`src/rtl/banco_pkg.sv`:
```
// Shared constants and state encoding for the register-bank write arbiter.
package banco_pkg;
   localparam int DATA_W   = 32;
   localparam int ADDR_W   = 5;
   localparam int NUM_REGS = 32;

   localparam logic [4:0] REG_ZERO = 5'd0;

   typedef enum logic {
      OCIOSO   = 1'b0,
      LIMPANDO = 1'b1
   } estado_e;
endpackage

```
`src/rtl/arbitro_rr2.sv`:
```
// Two-requester round-robin grant; the pointer flips to the other side after each accepted transfer.
module arbitro_rr2 (
   input  logic clk_i,
   input  logic rst_i,
   input  logic v0_i,
   input  logic v1_i,
   input  logic advance_i,
   output logic g0_o,
   output logic g1_o
);
   logic ptr_q, ptr_d;

   // ptr_q=0 favours requester 0 under contention
   assign g0_o = v0_i & (~v1_i | ~ptr_q);
   assign g1_o = v1_i & (~v0_i |  ptr_q);

   always_comb begin
      ptr_d = ptr_q;
      if (advance_i) begin
         ptr_d = g0_o;
      end
   end

   always_ff @(posedge clk_i) begin
      if (rst_i) begin
         ptr_q <= 1'b0;
      end else begin
         ptr_q <= ptr_d;
      end
   end
endmodule

```
`src/rtl/arbitro_escrita_br.sv`:
```
// Shares the register bank write port between the ALU and load paths, with a clear sweep and bypass flags.
module arbitro_escrita_br
   import banco_pkg::*;
#(
   parameter int DATA_W   = banco_pkg::DATA_W,
   parameter int ADDR_W   = banco_pkg::ADDR_W,
   parameter int NUM_REGS = banco_pkg::NUM_REGS
) (
   input  logic              ae_in_clk,
   input  logic              ae_in_rst,
   input  logic              ae_in_v0,
   output logic              ae_out_rdy0,
   input  logic [ADDR_W-1:0] ae_in_rd0,
   input  logic [DATA_W-1:0] ae_in_d0,
   input  logic              ae_in_v1,
   output logic              ae_out_rdy1,
   input  logic [ADDR_W-1:0] ae_in_rd1,
   input  logic [DATA_W-1:0] ae_in_d1,
   input  logic              ae_in_clr,
   output logic              ae_out_busy,
   output logic              ae_out_w_en,
   output logic [ADDR_W-1:0] ae_out_rd,
   output logic [DATA_W-1:0] ae_out_data,
   input  logic [ADDR_W-1:0] ae_in_rs,
   input  logic [ADDR_W-1:0] ae_in_rt,
   output logic              ae_out_pend_rs,
   output logic              ae_out_pend_rt,
   output logic [DATA_W-1:0] ae_out_fwd
);
   localparam logic [ADDR_W-1:0] ZERO_A  = ADDR_W'(REG_ZERO);
   localparam logic [ADDR_W-1:0] LAST_A  = ADDR_W'(NUM_REGS - 1);
   localparam logic [ADDR_W-1:0] FIRST_A = ADDR_W'(1);

   estado_e           state_q, state_d;
   logic [ADDR_W-1:0] cnt_q, cnt_d;
   logic              w_en_q, w_en_d;
   logic [ADDR_W-1:0] rd_q, rd_d;
   logic [DATA_W-1:0] data_q, data_d;
   logic              g0, g1, rdy0, rdy1, advance;

   arbitro_rr2 u_rr (
      .clk_i     (ae_in_clk),
      .rst_i     (ae_in_rst),
      .v0_i      (ae_in_v0),
      .v1_i      (ae_in_v1),
      .advance_i (advance),
      .g0_o      (g0),
      .g1_o      (g1)
   );

   always_comb begin
      state_d = state_q;
      cnt_d   = cnt_q;
      w_en_d  = 1'b0;
      rd_d    = rd_q;
      data_d  = data_q;
      rdy0    = 1'b0;
      rdy1    = 1'b0;
      case (state_q)
         OCIOSO: begin
            if (ae_in_clr) begin
               state_d = LIMPANDO;
            end else begin
               rdy0 = g0 & ~ae_in_rst;
               rdy1 = g1 & ~ae_in_rst;
               // r0 writes are accepted but never staged
               if (ae_in_v0 && rdy0 && ae_in_rd0 != ZERO_A) begin
                  w_en_d = 1'b1;
                  rd_d   = ae_in_rd0;
                  data_d = ae_in_d0;
               end else if (ae_in_v1 && rdy1 && ae_in_rd1 != ZERO_A) begin
                  w_en_d = 1'b1;
                  rd_d   = ae_in_rd1;
                  data_d = ae_in_d1;
               end
            end
         end
         LIMPANDO: begin
            w_en_d = 1'b1;
            rd_d   = cnt_q;
            data_d = '0;
            if (cnt_q == LAST_A) begin
               state_d = OCIOSO;
               cnt_d   = FIRST_A;
            end else begin
               cnt_d = cnt_q + FIRST_A;
            end
         end
         default: state_d = OCIOSO;
      endcase
   end

   assign advance = (ae_in_v0 & rdy0) | (ae_in_v1 & rdy1);

   always_ff @(posedge ae_in_clk) begin
      if (ae_in_rst) begin
         state_q <= OCIOSO;
         cnt_q   <= FIRST_A;
         w_en_q  <= 1'b0;
         rd_q    <= '0;
         data_q  <= '0;
      end else begin
         state_q <= state_d;
         cnt_q   <= cnt_d;
         w_en_q  <= w_en_d;
         rd_q    <= rd_d;
         data_q  <= data_d;
      end
   end

   assign ae_out_rdy0    = rdy0;
   assign ae_out_rdy1    = rdy1;
   assign ae_out_busy    = (state_q == LIMPANDO);
   assign ae_out_w_en    = w_en_q;
   assign ae_out_rd      = rd_q;
   assign ae_out_data    = data_q;
   assign ae_out_fwd     = data_q;
   assign ae_out_pend_rs = w_en_q && (rd_q == ae_in_rs) && (ae_in_rs != ZERO_A);
   assign ae_out_pend_rt = w_en_q && (rd_q == ae_in_rt) && (ae_in_rt != ZERO_A);
endmodule

```
`config.mk`:
```
export PLATFORM = sky130hd
export DESIGN_NAME = arbitro_escrita_br
export DESIGN_NICKNAME = d
export VERILOG_FILES = /design/src/rtl/banco_pkg.sv /design/src/rtl/arbitro_rr2.sv /design/src/rtl/arbitro_escrita_br.sv
export SDC_FILE = /design/constraint.sdc
export NUM_CORES = 1
export LEC_CHECK = 0
export ABC_AREA = 1
export CAP_MARGIN = 15
export CORE_MARGIN = 5
export CORE_UTILIZATION = 35
export CTS_CLUSTER_DIAMETER = 100
export DETAILED_ROUTE_END_ITERATION = 10
export PLACE_DENSITY = 0.78
export SYNTH_ARGS = -nofsm -noshare
export SYNTH_HDL_FRONTEND = slang
export SYNTH_SLANG_ARGS = --single-unit
```
`constraint.sdc`:
```
create_clock -name ae_in_clk -period 1.5 [get_ports ae_in_clk]
set_clock_uncertainty 0.2 [all_clocks]
set_input_delay 0.225 -clock ae_in_clk [delete_from_list [all_inputs] [get_ports ae_in_clk]]
set_output_delay 0.225 -clock ae_in_clk [all_outputs]
set_load 0.01 [all_outputs]
```
* Yosys cells after proc, flatten, opt, wreduce, memory -nomap -nowiden
Cells that the tools add are included.
** Operators by class
- Bitwise gates (word level) :: 14
- Muxes and demuxes :: 20
- Eq/ne operators :: 5
- Reductions and logical operators :: 13
- $add $sub $neg :: 1
** Operators with widths (number)
- two-way mux 32 bit :: 3
- case mux 32 bit (2 select lines) :: 1
- two-way mux 5 bit :: 4
- nonzero test 5 bit :: 4
- equality test 5 bit :: 2
- case mux 5 bit (2 select lines) :: 1
- two-way mux 1 bit :: 9
- logical AND 1 bit :: 8
- AND 1 bit :: 6
- adder 5 x 1 -> 5 bit, second input constant :: 1
- equality test 5 bit, second input constant :: 1
- inverter 1 bit :: 5
- case mux 1 bit (2 select lines) :: 2
- inequality test 3 bit, second input constant :: 1
- bitwise OR 1 bit :: 3
- inequality test 2 bit, second input constant :: 1
- AND reduction 2 bit :: 1
** Storage, ports and cells
- Register bits :: 45
- Output and inout bits :: 75

* Depth between registers and ports, before layout
Gate-level depths: netlist of the first run.
- Depth in word-level cells :: 10
- Depth in mapped cells :: 11
- Gate-level depth less buffers :: 10

* Modules after synthesis
Synthesis of the first run repeated with hierarchy kept, for this count alone.
** Unflattened totals
- Cells, all modules :: 498
- Area total of the unflattened synthesis :: 2971.6 µm²
** Modules (own cells, without submodules)
- arbitro_escrita_br :: area an instance 2910.3 µm², times used 1, cells each 487, seq. area each 880.8 µm²
- arbitro_rr2 :: area an instance 61.3 µm², times used 1, cells each 11, seq. area each 20.0 µm²

* Least setup slack after synthesis of the first run
Ideal clock, no wire load.
- Kind :: register to register
- From :: register cnt_q[0]
- To :: register cnt_q[3]
- Cell stages (with the launch flop) :: 8
- Data required time :: 1.205 ns
- Slack :: 0.002 ns
- Setup time :: 0.095 ns
- Arrival :: 1.203 ns
- Cell sequence :: dfxtp_1 -> ha_1 -> inv_1 -> nor3_1 -> ha_1 -> nor2_1 -> o21ai_0 -> a221oi_1
** On the way
- Word-level cells in the longest chain between the ends :: 2
- Elaborated cells between the ends (all ways) :: 3
- Classes of those cells :: 1 x add/sub; 1 x eq/ne; 1 x mux
** RTL lines
- start, declared :: RTL line arbitro_escrita_br.sv:35 : logic [ADDR_W-1:0] cnt_q, cnt_d;
- start signal, assigned :: RTL line arbitro_escrita_br.sv:104 : cnt_q <= cnt_d;
- adder 5 x 1 -> 5 bit / equality test 5 bit (equally long branches) :: RTL line arbitro_escrita_br.sv:86, arbitro_escrita_br.sv:82
- two-way mux 5 bit * :: RTL line arbitro_escrita_br.sv:82 : if (cnt_q == LAST_A) begin
Every way passes the cells marked *; elsewhere a longest branch is shown, timed or not.
A chain may end at the register's enable or synchronous reset.

* Worst setup path in the final report of the first run
- From :: register rd_q[1], in the netlist ae_out_rd[1]
- To :: output port ae_out_pend_rs
** On the way
- Word-level cells in the longest chain between the ends :: 3
** RTL lines
- start, declared :: RTL line arbitro_escrita_br.sv:37 : logic [ADDR_W-1:0] rd_q, rd_d;
- start signal, assigned :: RTL line arbitro_escrita_br.sv:106 : rd_q <= rd_d;
- equality test 5 bit :: RTL line arbitro_escrita_br.sv:118 : assign ae_out_pend_rs = w_en_q && (rd_q == ae_in_rs) && (ae_in_rs != ZERO_A);
- logical AND 1 bit (2 in series) :: RTL line arbitro_escrita_br.sv:118
- end, declared :: RTL line arbitro_escrita_br.sv:26 : output logic ae_out_pend_rs,
Every way passes these cells.

==> results_dict.tcl, run 1 <==
set metrics [dict create \
    hp-start "ae_in_rd1[0]" \
    cp_max_fo 4 \
    wl_per_cell_um 20.0 \
    cp.required_ps 1070 \
    clockBufferDepth 2 \
    io_pins 164 \
    synth.net_count 583 \
    viasPerCell 5.27 \
    clk_pin_slew_ps 90 \
    whs_path_depth 5 \
    crit_family "flip-flops" \
    path_class "reg -> out" \
    end_kind "output port" \
    pre_cts_ws_ps -768 \
    layout_commonest_cell "clkdlybuf4s50_1" \
    rsz0062_at_grt "yes" \
    arrival_ps 1520 \
    instances_no_fill 794 \
    dp_hpwl_mm 7.72 \
    async_reset_ff_frac 0 \
    ant_nets 0 \
    drv_cap 0 \
    r2r_start "u_rr.ptr_q" \
    ys_ff_latch 45 \
    cp-start-kind "flip-flop" \
    fin_crit_ps 1940 \
    crit_path_start "ae_out_rd[1]" \
    syn_avg_cell_area_um2 6.02 \
    synth-seq-area-share 0.304 \
    hold_violations 0 \
    r2r_cells 12 \
    first_pass_iters 5 \
    drt-total-wl_mm 15.9 \
    ys_types 26 \
    grt_max_degree 23 \
    drt_iter0_markers 206 \
    drt-met1-wl_mm 5.38 \
    power_mw 4.61 \
    fin_setup_tns_ps -9480 \
    top_layer_used "met4" \
    cts_tree "done" \
    design.die.area_mm2 0.0104 \
    slew_headroom 0.715 \
    clock_sinks 45 \
    antenna_cells 0 \
    worstMarginPinSlew_ps 428 \
    ys_warn_count 0 \
    synth_edf_count 0 \
    rows 33 \
    worstPathCellList "xor2_1, nor2_1, o2111ai_2, nor3_2, buf_2" \
    overflow 0 \
    met2_wirelength_mm 8.52 \
    dr_wl_met3_mm 1.25 \
    grt_pass1_wl_mm 22.3 \
    setup_violations 45 \
    holdCritPathClass "in -> reg" \
    most-common-layout-cells "78 x clkdlybuf4s50_1, 75 x dlygate4sd2_1, 72 x nand2_1, 51 x nor2_1, 47 x inv_1" \
    syn_area_mm2 0.00296 \
    cts_buffers 5 \
    num-fill-cells 553 \
    drcViolationCount 0 \
    drive_gt1_frac 0.433 \
    setup_ws_ps -441 \
    drv_slew 0 \
    cts-root-buf "clkbuf_8" \
    whs_endpoint "ae_out_rd[0]" \
    final_core_util 0.797 \
    synth_flop_cell "dfxtp_1" \
    min_period_over_period 1.29 \
    clk_latency_ps 300 \
    crit_buf_inv 1 \
    clock.fmax_ghz 0.515 \
    syn_to_final_growth_pct 121 \
    nNetsFinal 779 \
    slowest_stage "dfxtp_2" \
    vias 4187 \
    slowest_delay_ps 360 \
    grt_antenna_before_repair 0 \
    die_w_um 102 \
    die_h_um 102 \
    synthCells 492 \
    status "complete, but fails checks" \
    port_buffers 163 \
    power_density_mw_per_mm2 703 \
    violations "negative setup slack" \
    vdd_drop_max_mv 0.604 \
    h-tree-depth 2 \
    dp_cells 736 \
    core_mm2 0.00822 \
    grt_pass1_vias 4366 \
    grt_usage 0.276 \
    p_leak_nw 3.06 \
    hold_buffers 0 \
    r2r-end "ae_out_data[26]" \
    gp_congestion 0.797 \
    cp.depth 5 \
    ff2ff_setup_slack_ps -290 \
    initial_utilization 0.361 \
]
## worst reg2reg max path, stage by stage (launching register included)
cell and delay [ps]:
dfxtp_2 360, nand2_2 70, inv_2 70, nor2_4 40, buf_6 120, nand2_8 60, buf_12 120, buf_8 110
buf_12 160, nand2_4 60, a21oi_2 130, nor2_1 60, nor2_1 150
## final cells by class
type / instances / area [µm²] / share of cell area
timing repair buffer: 248 / 2700 / 0.411
multi-input combinational: 333 / 2490 / 0.381
sequential: 45 / 917 / 0.140
inverter: 55 / 211 / 0.0323
tap: 105 / 131 / 0.0200
clock buffer: 7 / 96.3 / 0.0147
clock inverter: 1 / 5.00 / 0.000764
## sequential cells by signal, summed over array words and instances, names as in the netlist
name and flops:
ae_out_w_en 1, ae_out_busy 1, ae_out_data 32, cnt_q 5, ae_out_rd 5, u_rr.ptr_q 1
## worst max path at each step
stage / endpoint
after global routing: ae_out_pend_rs
after detailed placement: ae_out_pend_rs
after floorplan: cnt_q[3]
final: ae_out_pend_rs
after CTS: ae_out_pend_rs
after global placement: ae_out_pend_rt
## stage by stage
stage	hold slack [ps]	cell area, µm²
floorplan	94.1	2960
global placement	263	4650
detailed placement	282	4650
CTS	179	6270
global route	221	6550
finish	206	6550
## where the power goes
part / internal (mW) / switching [mW] / total [mW]
sequential: 1.32 / 0.107 / 1.43
clock: 0.418 / 0.451 / 0.869
combinational: 1.17 / 1.14 / 2.31
## logic make-up (layout without fill, tap and decap cells)
logic type	after synthesis	in the layout	share of synthesized area
AOI/OAI and AO/OA	53	53	0.0959
xor gates and xnor gates	4	4	0.0118
adders and majority gates	2	2	0.00844
buffers and inverters	114	311	0.202
DFF	45	45	0.304
and+or+nand+nor	274	274	0.378
## what timing repair did
action	in CTS	in global routing
cloned	19	0
gates resized for setup	331	117
pin swaps	104	80
endpoints found under the setup margin	115	49
buffers inserted	43	3
## synth_stat cells (all sizes together) (2+ instances only)
| cell | number | area share |
|---|---|---|
| clkbuf | 12 | 0.015 |
| nand2 | 133 | 0.17 |
| xor2 | 2 | 0.0059 |
| ha | 2 | 0.0084 |
| a221oi | 2 | 0.0059 |
| nor2 | 87 | 0.11 |
| nand3 | 48 | 0.084 |
| xnor2 | 2 | 0.0059 |
| o2111ai | 2 | 0.0059 |
| o21ai | 7 | 0.012 |
| inv | 55 | 0.070 |
| dfxtp | 45 | 0.30 |
| buf | 47 | 0.12 |
| a21oi | 40 | 0.068 |
| nor3 | 3 | 0.0051 |
## metal layers
metal | global-route usage | up-vias
li1 | - | 1896
met1 | 0.305 | 1996
met2 | 0.508 | 232
met3 | 0.0505 | 63
met4 | 0.127 | 0
met5 | 0 | -
Note: power is estimated with default switching activity, not from simulation.
==> run 2, diff against run 1 <==
--- a/config.mk
+++ b/config.mk
@@ -11,6 +11,7 @@
 export CORE_UTILIZATION = 35
 export CTS_CLUSTER_DIAMETER = 100
 export DETAILED_ROUTE_END_ITERATION = 10
+export GPL_TIMING_DRIVEN = 0
 export PLACE_DENSITY = 0.78
 export SYNTH_ARGS = -nofsm -noshare
 export SYNTH_HDL_FRONTEND = slang
==> results_dict.tcl, run 2 (synthesis results as in run 1) <==
set metrics [dict create \
    rsz0062_at_grt "yes" \
    cp-start-kind "flip-flop" \
    port_buffers 163 \
    layout_commonest_cell "nand2_1" \
    design.die.area_mm2 0.0104 \
    r2r-end "ae_out_data[29]" \
    setup_ws_ps -272 \
    status "complete, but fails checks" \
    vdd_drop_max_mv 0.577 \
    overflow 0 \
    rows 33 \
    cp_max_fo 2 \
    grt_pass1_vias 3981 \
    drive_gt1_frac 0.370 \
    min_period_over_period 1.18 \
    dp_hpwl_mm 8.27 \
    grt_usage 0.221 \
    wl_per_cell_um 15.9 \
    violations "negative setup slack" \
    die_h_um 102 \
    cts_tree "done" \
    drv_cap 0 \
    most-common-layout-cells "95 x nand2_1, 79 x clkdlybuf4s50_1, 76 x dlygate4sd2_1, 57 x nor2_1, 50 x buf_4" \
    gp_congestion 0.830 \
    r2r_start "u_rr.ptr_q" \
    hp-start "ae_in_rst" \
    holdCritPathClass "in -> reg" \
    first_pass_iters 4 \
    clk_pin_slew_ps 90 \
    grt_antenna_before_repair 0 \
    die_w_um 102 \
    arrival_ps 1350 \
    clock_sinks 45 \
    antenna_cells 0 \
    core_mm2 0.00822 \
    worstMarginPinSlew_ps 642 \
    vias 4009 \
    clock.fmax_ghz 0.564 \
    pre_cts_ws_ps -1250 \
    end_kind "output port" \
    cts-root-buf "clkbuf_8" \
    grt_max_degree 15 \
    initial_utilization 0.361 \
    clk_latency_ps 300 \
    drt-total-wl_mm 12.8 \
    r2r_cells 12 \
    drcViolationCount 0 \
    cp.required_ps 1070 \
    nNetsFinal 793 \
    io_pins 164 \
    syn_to_final_growth_pct 102 \
    largest_reg_flops 32 \
    drv_slew 0 \
    path_class "reg -> out" \
    hold_violations 0 \
    slew_headroom 0.572 \
    instances_no_fill 808 \
    setup_violations 43 \
    dp_cells 760 \
    whs_endpoint "cnt_q[4]" \
    clockBufferDepth 2 \
    fin_crit_ps 1770 \
    whs_path_depth 5 \
    grt_pass1_wl_mm 18.7 \
    cts_buffers 5 \
    viasPerCell 4.96 \
    drt_iter0_markers 182 \
    power_density_mw_per_mm2 710 \
    h-tree-depth 2 \
    ant_nets 0 \
    ff2ff_setup_slack_ps -230 \
    p_leak_nw 2.93 \
]
-- run 2: final cells by class --
type	count	area, µm²
clock buffers	6	72.6
repair buffers	204	2010
clock inverters	2	15.0
inverters	55	209
fillers	643	2230
well taps	105	131
plain buffers	58	526
multi-input cells	333	2080
flip-flops and latches	45	952
-- run 2: worst max-delay path, cell delays in order (launching register included) --
cell and delay (ps):
dfxtp_2 350, nand2_2 80, inv_2 60, nor2_4 100, buf_6 120, buf_8 100, nand2_4 40, nor2_4 90
buf_6 110
-- run 2: how the worst max path moves through the flow --
stage	from	to	slack, ps	cells after the start
3_5_place_dp	ae_in_rst	ae_out_rdy0	-1250	9
5_1_grt	ae_out_rd[1]	ae_out_pend_rs	-370	5
3_3_place_gp	ae_in_rst	ae_out_rdy0	-1260	9
4_1_cts	ae_out_rd[1]	ae_out_pend_rs	-340	5
2_1_floorplan	cnt_q[0]	cnt_q[3]	2	7
6_report	u_rr.ptr_q	ae_out_rdy0	-270	8
-- run 2: metrics by stage --
step / area (µm²) / power (mW) / hold slack, ps / util / TNS (ps)
floorplan: 2960 / 2.22 / 94.1 / - / 0
global placement: 4730 / 3.01 / 268 / 0.575 / -33080
detailed placement: 4730 / 3.04 / 277 / 0.575 / -34130
CTS: 5550 / 4.00 / 219 / 0.676 / -8220
global route: 5990 / 4.50 / 256 / 0.729 / -10000
finish: 5990 / 4.25 / 250 / 0.729 / -8000
-- run 2: power by group --
part	internal, mW	leakage [nW]	total (mW)	switching (mW)
registers	1.34	0.384	1.45	0.105
clock network	0.330	0.0374	0.781	0.451
logic	1.06	2.51	2.03	0.971
total	2.73	2.93	4.25	1.53
-- run 2: repair_timing --
action,CTS,global route
hold buffers,3,0
resized for setup,265,125
cloned,5,1
pin swaps,55,61
endpoints found under the hold margin,1,0
setup endpoints to repair,119,52
buffers inserted,41,7
-- run 2: routing by layer --
metal,GRT usage,share of wire,vias up,wire length [µm]
li1,-,-,1918,-
met1,0.256,0.38,1875,4860
met2,0.416,0.52,188,6620
met3,0.0457,0.084,28,1080
met4,0.0484,0.020,0,257
met5,0,0,-,0
==> run 3, diff against run 2 <==
--- a/config.mk
+++ b/config.mk
@@ -6,7 +6,6 @@
 export NUM_CORES = 1
 export LEC_CHECK = 0
 export ABC_AREA = 1
-export CAP_MARGIN = 15
 export CORE_MARGIN = 5
 export CORE_UTILIZATION = 35
 export CTS_CLUSTER_DIAMETER = 100
==> results of run 3 <==
Same layout as run 2: the final DEF is identical, and so are final timing and power.
